$ cat src/rtl/eth_send_arbiter_if.sv
// Handshake bundle between the Rx/FireWire requesters, the send arbiter and EthernetIO.
// The master modport is the arbiter side.
interface eth_send_arbiter_if;
   logic        respReq;
   logic [15:0] respByteCount;
   logic        fwdReq;
   logic [15:0] fwdByteCount;
   logic        fwdAck;
   logic        sendRequest;
   logic        sendBusy;
   logic        isForward;
   logic [15:0] txByteCount;
   logic        rxHold;

   modport master (
      input  respReq, respByteCount, fwdReq, fwdByteCount, sendBusy,
      output fwdAck, sendRequest, isForward, txByteCount, rxHold
   );

   modport slave (
      output respReq, respByteCount, fwdReq, fwdByteCount, sendBusy,
      input  fwdAck, sendRequest, isForward, txByteCount, rxHold
   );
endinterface

$ cat src/rtl/eth_send_arbiter.sv
// Real-time Ethernet Tx arbiter between Rx responses and FireWire forwards, with grant
// timeout and inter-packet gap. Optional debug counters/registers: ETH_ARB_DEBUG_EN.
module eth_send_arbiter #(
   parameter int unsigned GAP_CYCLES    = 12,
   parameter int unsigned GRANT_TIMEOUT = 255
) (
   input  logic               clk,
   input  logic               rstn,
   input  logic               clearErrors,
   eth_send_arbiter_if.master bus,
   output logic               timeoutErr,
   output logic               overrunErr,
   input  logic [15:0]        reg_raddr,
   output logic [31:0]        reg_rdata
);
   typedef enum logic [1:0] {IDLE = 2'd0, GRANT = 2'd1, BUSY = 2'd2, GAP = 2'd3} state_t;

   localparam logic [7:0] GAP_LD = 8'(GAP_CYCLES);
   localparam logic [7:0] TMO    = 8'(GRANT_TIMEOUT);

   state_t      state;
   logic [7:0]  cnt;
   logic [7:0]  cnt_inc;
   logic        resp_pend;
   logic        fwd_starved;
   logic [15:0] resp_len;
   logic        send_request;
   logic        fwd_ack;
   logic        is_forward;
   logic [15:0] tx_byte_count;
   logic        rx_hold;
   logic        grant_req;
   logic        resp_win;
   logic        tmo_hit;

   assign cnt_inc   = cnt + 8'd1;
   assign grant_req = (state == IDLE) && (resp_pend || bus.fwdReq);
   // A starved forward beats a pending response exactly once.
   assign resp_win  = resp_pend && !(fwd_starved && bus.fwdReq);
   assign tmo_hit   = (state == GRANT) && !bus.sendBusy && (cnt_inc == TMO);
   assign rx_hold   = resp_pend && (state != IDLE);

   assign bus.sendRequest = send_request;
   assign bus.fwdAck      = fwd_ack;
   assign bus.isForward   = is_forward;
   assign bus.txByteCount = tx_byte_count;
   assign bus.rxHold      = rx_hold;

   always_ff @(posedge clk or negedge rstn) begin
      if (!rstn) begin
         state         <= IDLE;
         cnt           <= '0;
         resp_pend     <= 1'b0;
         fwd_starved   <= 1'b0;
         resp_len      <= '0;
         send_request  <= 1'b0;
         fwd_ack       <= 1'b0;
         is_forward    <= 1'b0;
         tx_byte_count <= '0;
         timeoutErr    <= 1'b0;
         overrunErr    <= 1'b0;
      end else begin
         fwd_ack <= 1'b0;
         if (clearErrors) begin
            timeoutErr <= 1'b0;
            overrunErr <= 1'b0;
         end
         case (state)
            IDLE: begin
               if (grant_req) begin
                  send_request <= 1'b1;
                  cnt          <= '0;
                  state        <= GRANT;
                  if (resp_win) begin
                     is_forward    <= 1'b0;
                     tx_byte_count <= resp_len;
                     resp_pend     <= 1'b0;
                     if (bus.fwdReq) fwd_starved <= 1'b1;
                  end else begin
                     is_forward    <= 1'b1;
                     tx_byte_count <= bus.fwdByteCount;
                     fwd_ack       <= 1'b1;
                     fwd_starved   <= 1'b0;
                  end
               end
            end
            GRANT: begin
               if (bus.sendBusy) begin
                  send_request <= 1'b0;
                  state        <= BUSY;
               end else if (tmo_hit) begin
                  send_request <= 1'b0;
                  timeoutErr   <= 1'b1;
                  if (!is_forward) resp_pend <= 1'b0;
                  cnt          <= GAP_LD;
                  state        <= GAP;
               end else begin
                  cnt <= cnt_inc;
               end
            end
            BUSY: begin
               if (!bus.sendBusy) begin
                  cnt   <= GAP_LD;
                  state <= GAP;
               end
            end
            GAP: begin
               if (cnt == 8'd0) begin
                  is_forward <= 1'b0;
                  state      <= IDLE;
               end else begin
                  cnt <= cnt - 8'd1;
               end
            end
            default: state <= IDLE;
         endcase
         // New response request overrides any clear above; errors beat clearErrors.
         if (bus.respReq) begin
            resp_pend <= 1'b1;
            resp_len  <= bus.respByteCount;
            if (resp_pend) overrunErr <= 1'b1;
         end
      end
   end

`ifdef ETH_ARB_DEBUG_EN
   logic [7:0] num_resp;
   logic [7:0] num_fwd;
   logic [7:0] num_timeout;
   logic       unused_raddr;

   assign unused_raddr = ^{reg_raddr[15:8], reg_raddr[3:2]};

   always_ff @(posedge clk or negedge rstn) begin
      if (!rstn) begin
         num_resp    <= '0;
         num_fwd     <= '0;
         num_timeout <= '0;
         reg_rdata   <= '0;
      end else begin
         if (grant_req && resp_win)  num_resp    <= num_resp + 8'd1;
         if (grant_req && !resp_win) num_fwd     <= num_fwd + 8'd1;
         if (tmo_hit)                num_timeout <= num_timeout + 8'd1;
         if (reg_raddr[7:4] == 4'hb) begin
            case (reg_raddr[1:0])
               2'd0:    reg_rdata <= 32'h4142_5242;
               2'd1:    reg_rdata <= {2'b00, state, resp_pend, fwd_starved, rx_hold, is_forward,
                                      8'd0, tx_byte_count};
               2'd2:    reg_rdata <= {num_timeout, num_fwd, num_resp, 6'd0, overrunErr, timeoutErr};
               default: reg_rdata <= '0;
            endcase
         end else begin
            reg_rdata <= '0;
         end
      end
   end
`else
   logic unused_raddr;
   assign unused_raddr = ^reg_raddr;
   assign reg_rdata    = '0;
`endif
endmodule

$ cat src/flat_wrapper.sv
// flat-port wrapper written by rule: the top's interface ports become plain ports
module eth_send_arbiter_flat 
#(
   parameter int unsigned GAP_CYCLES    = 12,
   parameter int unsigned GRANT_TIMEOUT = 255
)
  (clk, rstn, clearErrors, timeoutErr, overrunErr, reg_raddr, reg_rdata, bus_respReq, bus_respByteCount, bus_fwdReq, bus_fwdByteCount, bus_sendBusy, bus_fwdAck, bus_sendRequest, bus_isForward, bus_txByteCount, bus_rxHold);
  eth_send_arbiter_if bus_i ();
  input  logic clk;
  input  logic rstn;
  input  logic clearErrors;
  output logic timeoutErr;
  output logic overrunErr;
  input  logic [15:0] reg_raddr;
  output logic [31:0] reg_rdata;
  input wire logic [$bits(bus_i.respReq)-1:0] bus_respReq;
  input wire logic [$bits(bus_i.respByteCount)-1:0] bus_respByteCount;
  input wire logic [$bits(bus_i.fwdReq)-1:0] bus_fwdReq;
  input wire logic [$bits(bus_i.fwdByteCount)-1:0] bus_fwdByteCount;
  input wire logic [$bits(bus_i.sendBusy)-1:0] bus_sendBusy;
  output wire logic [$bits(bus_i.fwdAck)-1:0] bus_fwdAck;
  output wire logic [$bits(bus_i.sendRequest)-1:0] bus_sendRequest;
  output wire logic [$bits(bus_i.isForward)-1:0] bus_isForward;
  output wire logic [$bits(bus_i.txByteCount)-1:0] bus_txByteCount;
  output wire logic [$bits(bus_i.rxHold)-1:0] bus_rxHold;
  assign bus_i.respReq = bus_respReq;
  assign bus_i.respByteCount = bus_respByteCount;
  assign bus_i.fwdReq = bus_fwdReq;
  assign bus_i.fwdByteCount = bus_fwdByteCount;
  assign bus_i.sendBusy = bus_sendBusy;
  assign bus_fwdAck = bus_i.fwdAck;
  assign bus_sendRequest = bus_i.sendRequest;
  assign bus_isForward = bus_i.isForward;
  assign bus_txByteCount = bus_i.txByteCount;
  assign bus_rxHold = bus_i.rxHold;
  eth_send_arbiter #(.GAP_CYCLES(GAP_CYCLES), .GRANT_TIMEOUT(GRANT_TIMEOUT)) u_core (.clk(clk), .rstn(rstn), .clearErrors(clearErrors), .bus(bus_i), .timeoutErr(timeoutErr), .overrunErr(overrunErr), .reg_raddr(reg_raddr), .reg_rdata(reg_rdata));
endmodule
$ cat config.mk
export PLATFORM = sky130hd
export DESIGN_NAME = eth_send_arbiter_flat
export DESIGN_NICKNAME = d
export VERILOG_FILES = /design/src/rtl/eth_send_arbiter_if.sv /design/src/rtl/eth_send_arbiter.sv /design/src/flat_wrapper.sv
export SDC_FILE = /design/constraint.sdc
export NUM_CORES = 1
export LEC_CHECK = 0
export CORE_ASPECT_RATIO = 1.5
export CORE_UTILIZATION = 25
export CTS_CLUSTER_SIZE = 30
export DETAILED_ROUTE_END_ITERATION = 10
export GPL_ROUTABILITY_DRIVEN = 0
export GPL_TIMING_DRIVEN = 1
export PLACE_DENSITY = 0.58
export SYNTH_ARGS = -nofsm -noshare
export SYNTH_HDL_FRONTEND = slang
export SYNTH_SLANG_ARGS = --single-unit
$ cat constraint.sdc
create_clock -name clk -period 5.9 [get_ports clk]
set_input_delay 1.77 -clock clk [delete_from_list [all_inputs] [get_ports clk]]
set_output_delay 1.77 -clock clk [all_outputs]
set_load 0.005 [all_outputs]
# After elaboration in Yosys (flattened, before gate mapping)
# Cells that the tools add are included.
# classes
n_reduce_logical	22
mul	0
mux	39
eq_ne	16
add_sub_neg	2
shifts	0
n_lt_le_gt_ge	0
div_mod_pow	0
bitwise	0
# op_table
op	n
$mux 8	5
$pmux 8 s4	1
$mux 1	23
$mux 16	1
$ne 3x2->1 const B	4
$mux 2	5
$reduce_and 3->1	3
$add 8x1->8 const B	1
$eq 8x8->1 const B	1
$logic_not 8->1	1
$ne 2x2->1 const B	4
$pmux 2 s4	1
$reduce_and 4->1	2
$sub 8x1->8 const B	1
$logic_and 1x1->1	6
$ne 3x3->1 const B	2
$pmux 1 s2	3
$reduce_and 6->1	1
$reduce_bool 2->1	3
$eq 2x2->1 const B	2
$ne 2x1->1 const B	2
$reduce_bool 3->1	1
$eq 2x1->1 const B	1
$logic_not 1->1	2
3 further kinds	3
# totals
output_inout_bits	54
ff_bits	49
mem_bits_ro	0
mem_bits_rw	0
word_cells	90
n_memories	0
latch_bits	0

# Depth between registers and ports, before layout
# Gate-level depths: netlist of the first run.
# logic_depth
word_depth	7
ltp_mapped	8

# Worst setup path after synthesis of the first run
# OpenSTA, ideal clock, no wires.
# synth_timing
kind	in2reg
from	input port bus_fwdReq
to	register u_core.cnt[1]
stages	5
path_buffers	1
path_slack_ps	2939
setup_ps	130
arrival_ps	2831
cell_sequence	nor3b_1 or3_4 buf_6 mux2i_1 o41ai_2
# synth_between
elab_chain_len	4
# synth_rtl
element	line_no	source
start, declared	flat_wrapper.sv:18	input wire logic [$bits(bus_i.fwdReq)-1:0] bus_fwdReq;
$logic_or 1x1->1	eth_send_arbiter.sv:37	assign grant_req = (state == IDLE) && (resp_pend || bus.fwdReq);
$logic_and 1x1->1	eth_send_arbiter.sv:37	
$ne 2x1->1 (no line)	n/a	
$reduce_and 4->1 (no line)	n/a	
end signal, assigned	eth_send_arbiter.sv:98	cnt <= cnt_inc;
end signal, assigned	eth_send_arbiter.sv:112	cnt <= cnt - 8'd1;
end, declared	eth_send_arbiter.sv:22	logic [7:0] cnt;
# No other way between the ends.
# A chain may end at the register's enable or synchronous reset.

# Final worst setup path of the first run
# layout_timing
from	register u_core.state[0]
to	output port bus_rxHold
# layout_between
elab_chain_len	2
# layout_rtl
element	line_no	source
start, declared	eth_send_arbiter.sv:21	state_t state;
start signal, assigned	eth_send_arbiter.sv:51	state <= IDLE;
start signal, assigned	eth_send_arbiter.sv:73	state <= GRANT;
start signal, assigned	eth_send_arbiter.sv:90	state <= BUSY;
$reduce_bool 2->1	eth_send_arbiter.sv:41	assign rx_hold = resp_pend && (state != IDLE);
$logic_and 1x1->1	eth_send_arbiter.sv:41	
end, declared	flat_wrapper.sv:25	output wire logic [$bits(bus_i.rxHold)-1:0] bus_rxHold;
# No other way between the ends.

==> results of run 1 <==
## stage by stage
| stage | std cells | utilization |
|---|---|---|
| after floorplan | 332 | - |
| after global placement | 496 | 0.2995 |
| after detailed placement | 496 | 0.2995 |
| after CTS | 504 | 0.3140 |
| after global routing | 504 | 0.3140 |
| final | 504 | 0.3140 |
## layout make-up
type | instances | area [um2] | area share
Inverter | 12 | 45.04 | 0.01200
Multi-Input combinational cell | 220 | 1510 | 0.4023
Clock inverter | 3 | 47.55 | 0.01267
Sequential cell | 49 | 1226 | 0.3267
Tap cell | 153 | 191.4 | 0.05100
Timing Repair Buffer | 62 | 608.1 | 0.1620
Clock buffer | 5 | 125.1 | 0.03333
## placed cells by master (no fill, tap or decap), types with 2 or more instances in the layout
cell and instances:
o21ai_0 25, nor3b_1 5, inv_1 12, or3_4 2, nor2_1 8, mux2_2 17, inv_6 2, nand3_1 4
clkdlybuf4s50_1 58, buf_4 3, xor2_1 2, o31ai_1 5, o211ai_1 4, nand2b_1 4, nand2_1 32, conb_1 32
o22ai_1 2, a21oi_1 6, dfrtp_1 49, mux2i_1 18, o21a_1 2, nor3_1 6, xnor2_1 2, ha_1 8
o41ai_1 3, nor2b_1 2, clkbuf_16 5
## worst register-to-register path, cell delays in order (launching register included)
cell	delay (ns)
dfrtp_1	0.41
inv_1	0.13
ha_1	0.48
nor3b_1	0.68
or3_4	0.35
mux2i_1	0.24
o41ai_2	0.10
## cells in the mapped netlist, types with 4 or more instances
master    count
nor3b_1       5
mux2_2       17
o211ai_1      4
inv_1        12
ha_1          8
buf_4        34
a21oi_1       6
nand3_1       4
nor2_1        8
clkbuf_1      4
dfrtp_1      49
nor3_1        6
buf_6         4
o21ai_0      25
o31ai_1       5
nand2b_1      4
nand2_1      32
mux2i_1      18
## flip-flops by register name, summed over array words and instances, names as in the netlist
name and flops:
u_core.bus.fwdAck 1, u_core.bus.isForward 1, u_core.bus.sendRequest 1, u_core.bus.txByteCount 16
u_core.cnt 8, u_core.fwd_starved 1, u_core.overrunErr 1, u_core.resp_len 16
u_core.resp_pend 1, u_core.state 2, u_core.timeoutErr 1
## routing by layer
metal / routed length [um] / part of all wire
met3: 330 / 0.048
met5: 0 / 0
met2: 3622 / 0.53
met4: 210 / 0.031
met1: 2695 / 0.39
## worst paths after layout
path	start	endpoint	slack, ns	depth (start not counted)
worst min register to register	u_core.bus.txByteCount[5]	u_core.bus.txByteCount[5]	0.48	2
min in group asynchronous	rstn	u_core.resp_len[13]	1.58	2
worst max-delay path	u_core.state[0]	bus_rxHold	2.24	4
worst min-delay path	u_core.bus.txByteCount[5]	u_core.bus.txByteCount[5]	0.48	2
max in group asynchronous	rstn	u_core.bus.txByteCount[9]	3.88	2
worst max register to register	u_core.state[0]	u_core.cnt[1]	3.37	6
## power by group
group / leakage, nW / total, mW / switching [mW] / internal [mW]
combinational: 0.912 / 0.838 / 0.420 / 0.418
sequential: 0.599 / 0.571 / 0.124 / 0.447
clock: 0.0848 / 0.338 / 0.134 / 0.203
total: 1.60 / 1.75 / 0.678 / 1.07
## kinds of logic (layout without fill, tap and decap cells)
group / Yosys count / after routing / share of synthesized area
simple gates: 74 / 74 / 0.1304
buf+inv: 63 / 82 / 0.1414
compound gates: 67 / 67 / 0.1575
xor+xnor: 4 / 4 / 0.01152
fa+ha+maj: 8 / 8 / 0.03290
mux: 35 / 35 / 0.1221
other cells: 1 / 32 / 0.001232
flops: 49 / 49 / 0.4030
==> metrics.csv, run 1 <==
metric,value,unit
layout-drive-gt1-share,0.1282,
max_cap_violations,0,
rows,49,
power.leakage,1.596,nW
cts_resized,0,
synth.yosys.seq_area_share,0.4030,
synth_area,3043,um2
synthFlopType,dfrtp_1,
setup_ws,2.239,ns
syn_inst,301,
dr.pass1.iters,6,
place_hpwl,5153,um
end_kind,output pin,
grt_overflow_total,0,
fin_area,3754,um2
numCtsBuffers,5,
port_buffers,59,
cp.required,4.13,ns
clk_latency,0.30,ns
dpl_cell_area,3581,um2
routedWlPerCell,13.61,um
h-tree-depth,2,
post-route-period-util,0.6205,
fin_setup_tns,0,ns
drt-total-wl,6858,um
synth.top_cell.area_share,0.4030,
drc,0,
status,"complete, no violations",
grt_start_max_net_pins,50,
async_flop_share,1.000,
initial_core_util,0.2545,
p_per_area,465.3,nW/um2
grt_first_pass_wirelength,11250,um
crit_arrival,1.89,ns
viasPerCell,4.550,
drtAntennaViolNets,0,
fmax,273.2,MHz
hp-class,reg2reg,
via_count,2293,
grt.busiest_layer,met2,
tightest_slew,0.9127,ns
ir_drop,0.2260,mV
cts.clk_slew.worst_paths,0.07,ns
drv_slew,0,
die_h,137.1,um
pre_cts_slack,2.057,ns
skew,0.006080,ns
cts_setup_buffers,0,
diodes,0,
critPathMaxStageDelay,0.48,ns
fin_nets,412,
clockBufferDepth,2,
syn_avg_cell_area,10.11,um2
whs,0.4819,ns
totalPowerFinal,1.747,mW
tritoncts,yes,
grt_use_total,0.1150,
slew_headroom,0.3896,
netlist-cell-type-count,59,
die_width,92.08,um
hold_viol,0,
period_minus_slack,3.661,ns
grt_use_met3,0.02167,
crit_buf_inv,2,
synth_seq_cells,49,
antenna_found_initial,0,
cp_max_fo,12,
synth_top_cells_by_area,"dfrtp_1, buf_4, mux2_2, mux2i_1, o21ai_0",
rsz0062_at_grt,no,
numClockSinks,49,
fp.coreArea,11960,um2
syn2layout_area_growth,23.36,%
yosysTopAreaCell,dfrtp_1,
path_delay_family,buffers and inverters,
crit_chain,inv_1 -> ha_1 -> nor2b_1 -> clkdlybuf4s50_1,
drt_iter0_markers,86,
finalSetupViolations,0,
die-area,12630,um2
use_met1,0.1272,
grt_pass1_vias,2307,
n_fill_cell,1253,
critPathKind,reg2out,
clock_tree.root_cell,clkbuf_16,
crit_path_start_kind,register,
cp_slowest_cell,ha_1,
io_pins,108,
holdBufCountCts,0,
met2_usage,0.2094,
yosysWarnings,0,
synth_edf_count,0,
Power figures use the tool's default switching activity.
==> run 2: changes to the inputs <==
--- a/config.mk
+++ b/config.mk
@@ -11,7 +11,7 @@
 export DETAILED_ROUTE_END_ITERATION = 10
 export GPL_ROUTABILITY_DRIVEN = 0
 export GPL_TIMING_DRIVEN = 1
-export PLACE_DENSITY = 0.58
+export PLACE_DENSITY = 0.59
 export SYNTH_ARGS = -nofsm -noshare
 export SYNTH_HDL_FRONTEND = slang
 export SYNTH_SLANG_ARGS = --single-unit
==> constraint.sdc (replaced) <==
create_clock -name clk -period 2.98 [get_ports clk]
set_input_delay 0.894 -clock clk [delete_from_list [all_inputs] [get_ports clk]]
set_output_delay 0.894 -clock clk [all_outputs]
set_load 0.005 [all_outputs]
==> run 2 against run 1 <==
Compared with the run above:
- via count fell by 0.52%
- power rose by 110%
- die area did not move
- sequential share of layout area fell by 0.45 points
- routed wire length rose by 0.58%
- combinational power rose by 110%
- register-to-register slack got worse by 2.8 ns
- worst setup slack got worse by 1.9 ns
- clock-buffer cell count did not move
- hold slack got worse by 0.0048 ns
- critical endpoint is now u_core.cnt[1]
==> metrics.csv, run 2 (same netlist as run 1, synthesis figures left out) <==
metric,value,unit,change
fin_area,3806,um2,was 3754 um2
max_cap_violations,0,,unchanged
skew,0.004632,ns,was 0.006080 ns
die_width,92.08,um,unchanged
cts.clk_slew.worst_paths,0.07,ns,about the same
drtAntennaViolNets,0,,unchanged
holdBufCountCts,0,,unchanged
dr.pass1.iters,4,,was 6
viasPerCell,4.499,,was 4.550
numClockSinks,49,,unchanged
whs,0.4771,ns,was 0.4819 ns
drc,0,,unchanged
grt_overflow_total,0,,unchanged
power.leakage,1.625,nW,was 1.596 nW
fin_nets,415,,was 412
cp.required,3.15,ns,was 4.13 ns
mostFrequentLayoutCells,"clkdlybuf4s50_1, dfrtp_1, nand2_1, conb_1, o21ai_0",,unchanged
fin_setup_tns,0,ns,unchanged
grt_start_max_net_pins,50,,unchanged
drt-total-wl,6898,um,was 6858 um
n_fill_cell,1251,,"was 1,253"
slew_headroom,0.4700,,was 0.3896
via_count,2281,,"was 2,293"
rows,49,,unchanged
hp-class,reg2reg,,unchanged
routedWlPerCell,13.61,um,about the same
layout-drive-gt1-share,0.1356,,was 0.1282
post-route-period-util,0.8775,,
h-tree-depth,2,,unchanged
clockBufferDepth,2,,unchanged
hold_viol,0,,unchanged
tightest_slew,0.7933,ns,was 0.9127 ns
cts_setup_buffers,0,,unchanged
p_per_area,943.8,nW/um2,was 465.3 nW/um2
numCtsBuffers,5,,unchanged
drv_slew,0,,unchanged
io_pins,108,,unchanged
grt_first_pass_wirelength,11390,um,"was 11,250 um"
fp.coreArea,11960,um2,unchanged
ir_drop,0.5769,mV,was 0.2260 mV
tritoncts,yes,,unchanged
grt_use_total,0.1148,,was 0.1150
dpl_cell_area,3616,um2,was 3581 um2
totalPowerFinal,3.592,mW,was 1.747 mW
status,"complete, no violations",,unchanged
clock_tree.root_cell,clkbuf_16,,unchanged
final_common_cell,clkdlybuf4s50_1,,unchanged
clk_latency,0.29,ns,was 0.30 ns
initial_core_util,0.2545,,unchanged
diodes,0,,unchanged
syn2layout_area_growth,25.08,%,was 23.36%
final_util,0.3184,,was 0.3140
crit_path_start_kind,input port,,was register
fmax,382.4,MHz,
cts_resized,0,,unchanged
drt_iter0_markers,91,,was 86
grt_pass1_vias,2286,,"was 2,307"
die-area,12630,um2,unchanged
finalSetupViolations,0,,unchanged
place_hpwl,5059,um,was 5153 um
cp_max_fo,11,,was 12
die_h,137.1,um,unchanged
critPathKind,in2reg,,was reg2out
rrSetupSlack,0.56,ns,was 3.37 ns
antenna_found_initial,0,,unchanged
end_kind,register,,was output pin
crit_arrival,2.78,ns,was 1.89 ns
period_minus_slack,2.615,ns,
port_buffers,59,,unchanged
rsz0062_at_grt,no,,unchanged
==> run 2: cell count changes in the layout (fill, tap and decap cells not counted), sizes merged <==
cell,change
inv,-2
buf,+3
clkinv,+1
bufinv,+1
==> run 2: routing by layer <==
| metal | GRT usage | wire (um) | vias to the layer above |
|---|---|---|---|
| li1 | - | - | 1090 |
| met1 | 0.1266 | 2795 | 1091 |
| met2 | 0.2106 | 3588 | 86 |
| met3 | 0.01889 | 303 | 14 |
| met4 | 0.05816 | 211 | 0 |
| met5 | 0 | 0 | - |
==> run 2: worst paths after layout <==
check	startpoint	cells past startpoint	to
max	bus_fwdReq	5	u_core.cnt[1]
min	u_core.bus.txByteCount[7]	2	u_core.bus.txByteCount[7]
max reg2reg	u_core.state[0]	7	u_core.cnt[1]
min reg2reg	u_core.bus.txByteCount[7]	2	u_core.bus.txByteCount[7]
max in group asynchronous	rstn	2	u_core.cnt[3]
min in group asynchronous	rstn	2	u_core.state[1]
==> run 2: worst max-delay path: stages <==
cell and delay (ns):
clkdlybuf4s50_1 0.49, nor3b_1 0.70, or3_4 0.35, mux2i_1 0.24
o41ai_2 0.09
==> run 2: report_power, final <==
group,internal [mW],total [mW],leakage [nW],switching [mW]
Clock,0.480,0.734,0.0938,0.254
Sequential,0.886,1.13,0.599,0.245
Combinational,0.872,1.73,0.932,0.855
Total,2.24,3.59,1.63,1.35
==> run 2: layout make-up <==
class | count | area [um2] | share of cell area
multi-input combinational | 220 | 1510 | 0.3968
sequential | 49 | 1226 | 0.3222
timing repair buffer | 65 | 643.1 | 0.1690
tap | 153 | 191.4 | 0.05030
clock buffer | 5 | 125.1 | 0.03287
clock inverter | 3 | 65.06 | 0.01709
inverter | 12 | 45.04 | 0.01183
==> run 2: metrics by stage <==
stage,setup WS (ns),instances
floorplan,0.8953,332
global placement,0.1519,499
detailed placement,0.07712,499
CTS,0.3541,507
global route,0.2733,507
finish,0.3650,507
==> run 3: changes to the inputs <==
--- a/config.mk
+++ b/config.mk
@@ -12,6 +12,7 @@
 export GPL_ROUTABILITY_DRIVEN = 0
 export GPL_TIMING_DRIVEN = 1
 export PLACE_DENSITY = 0.59
+export SKIP_LAST_GASP = 1
 export SYNTH_ARGS = -nofsm -noshare
 export SYNTH_HDL_FRONTEND = slang
 export SYNTH_SLANG_ARGS = --single-unit
==> results of run 3 <==
No change in the layout: final DEF, timing and power equal those of run 2.
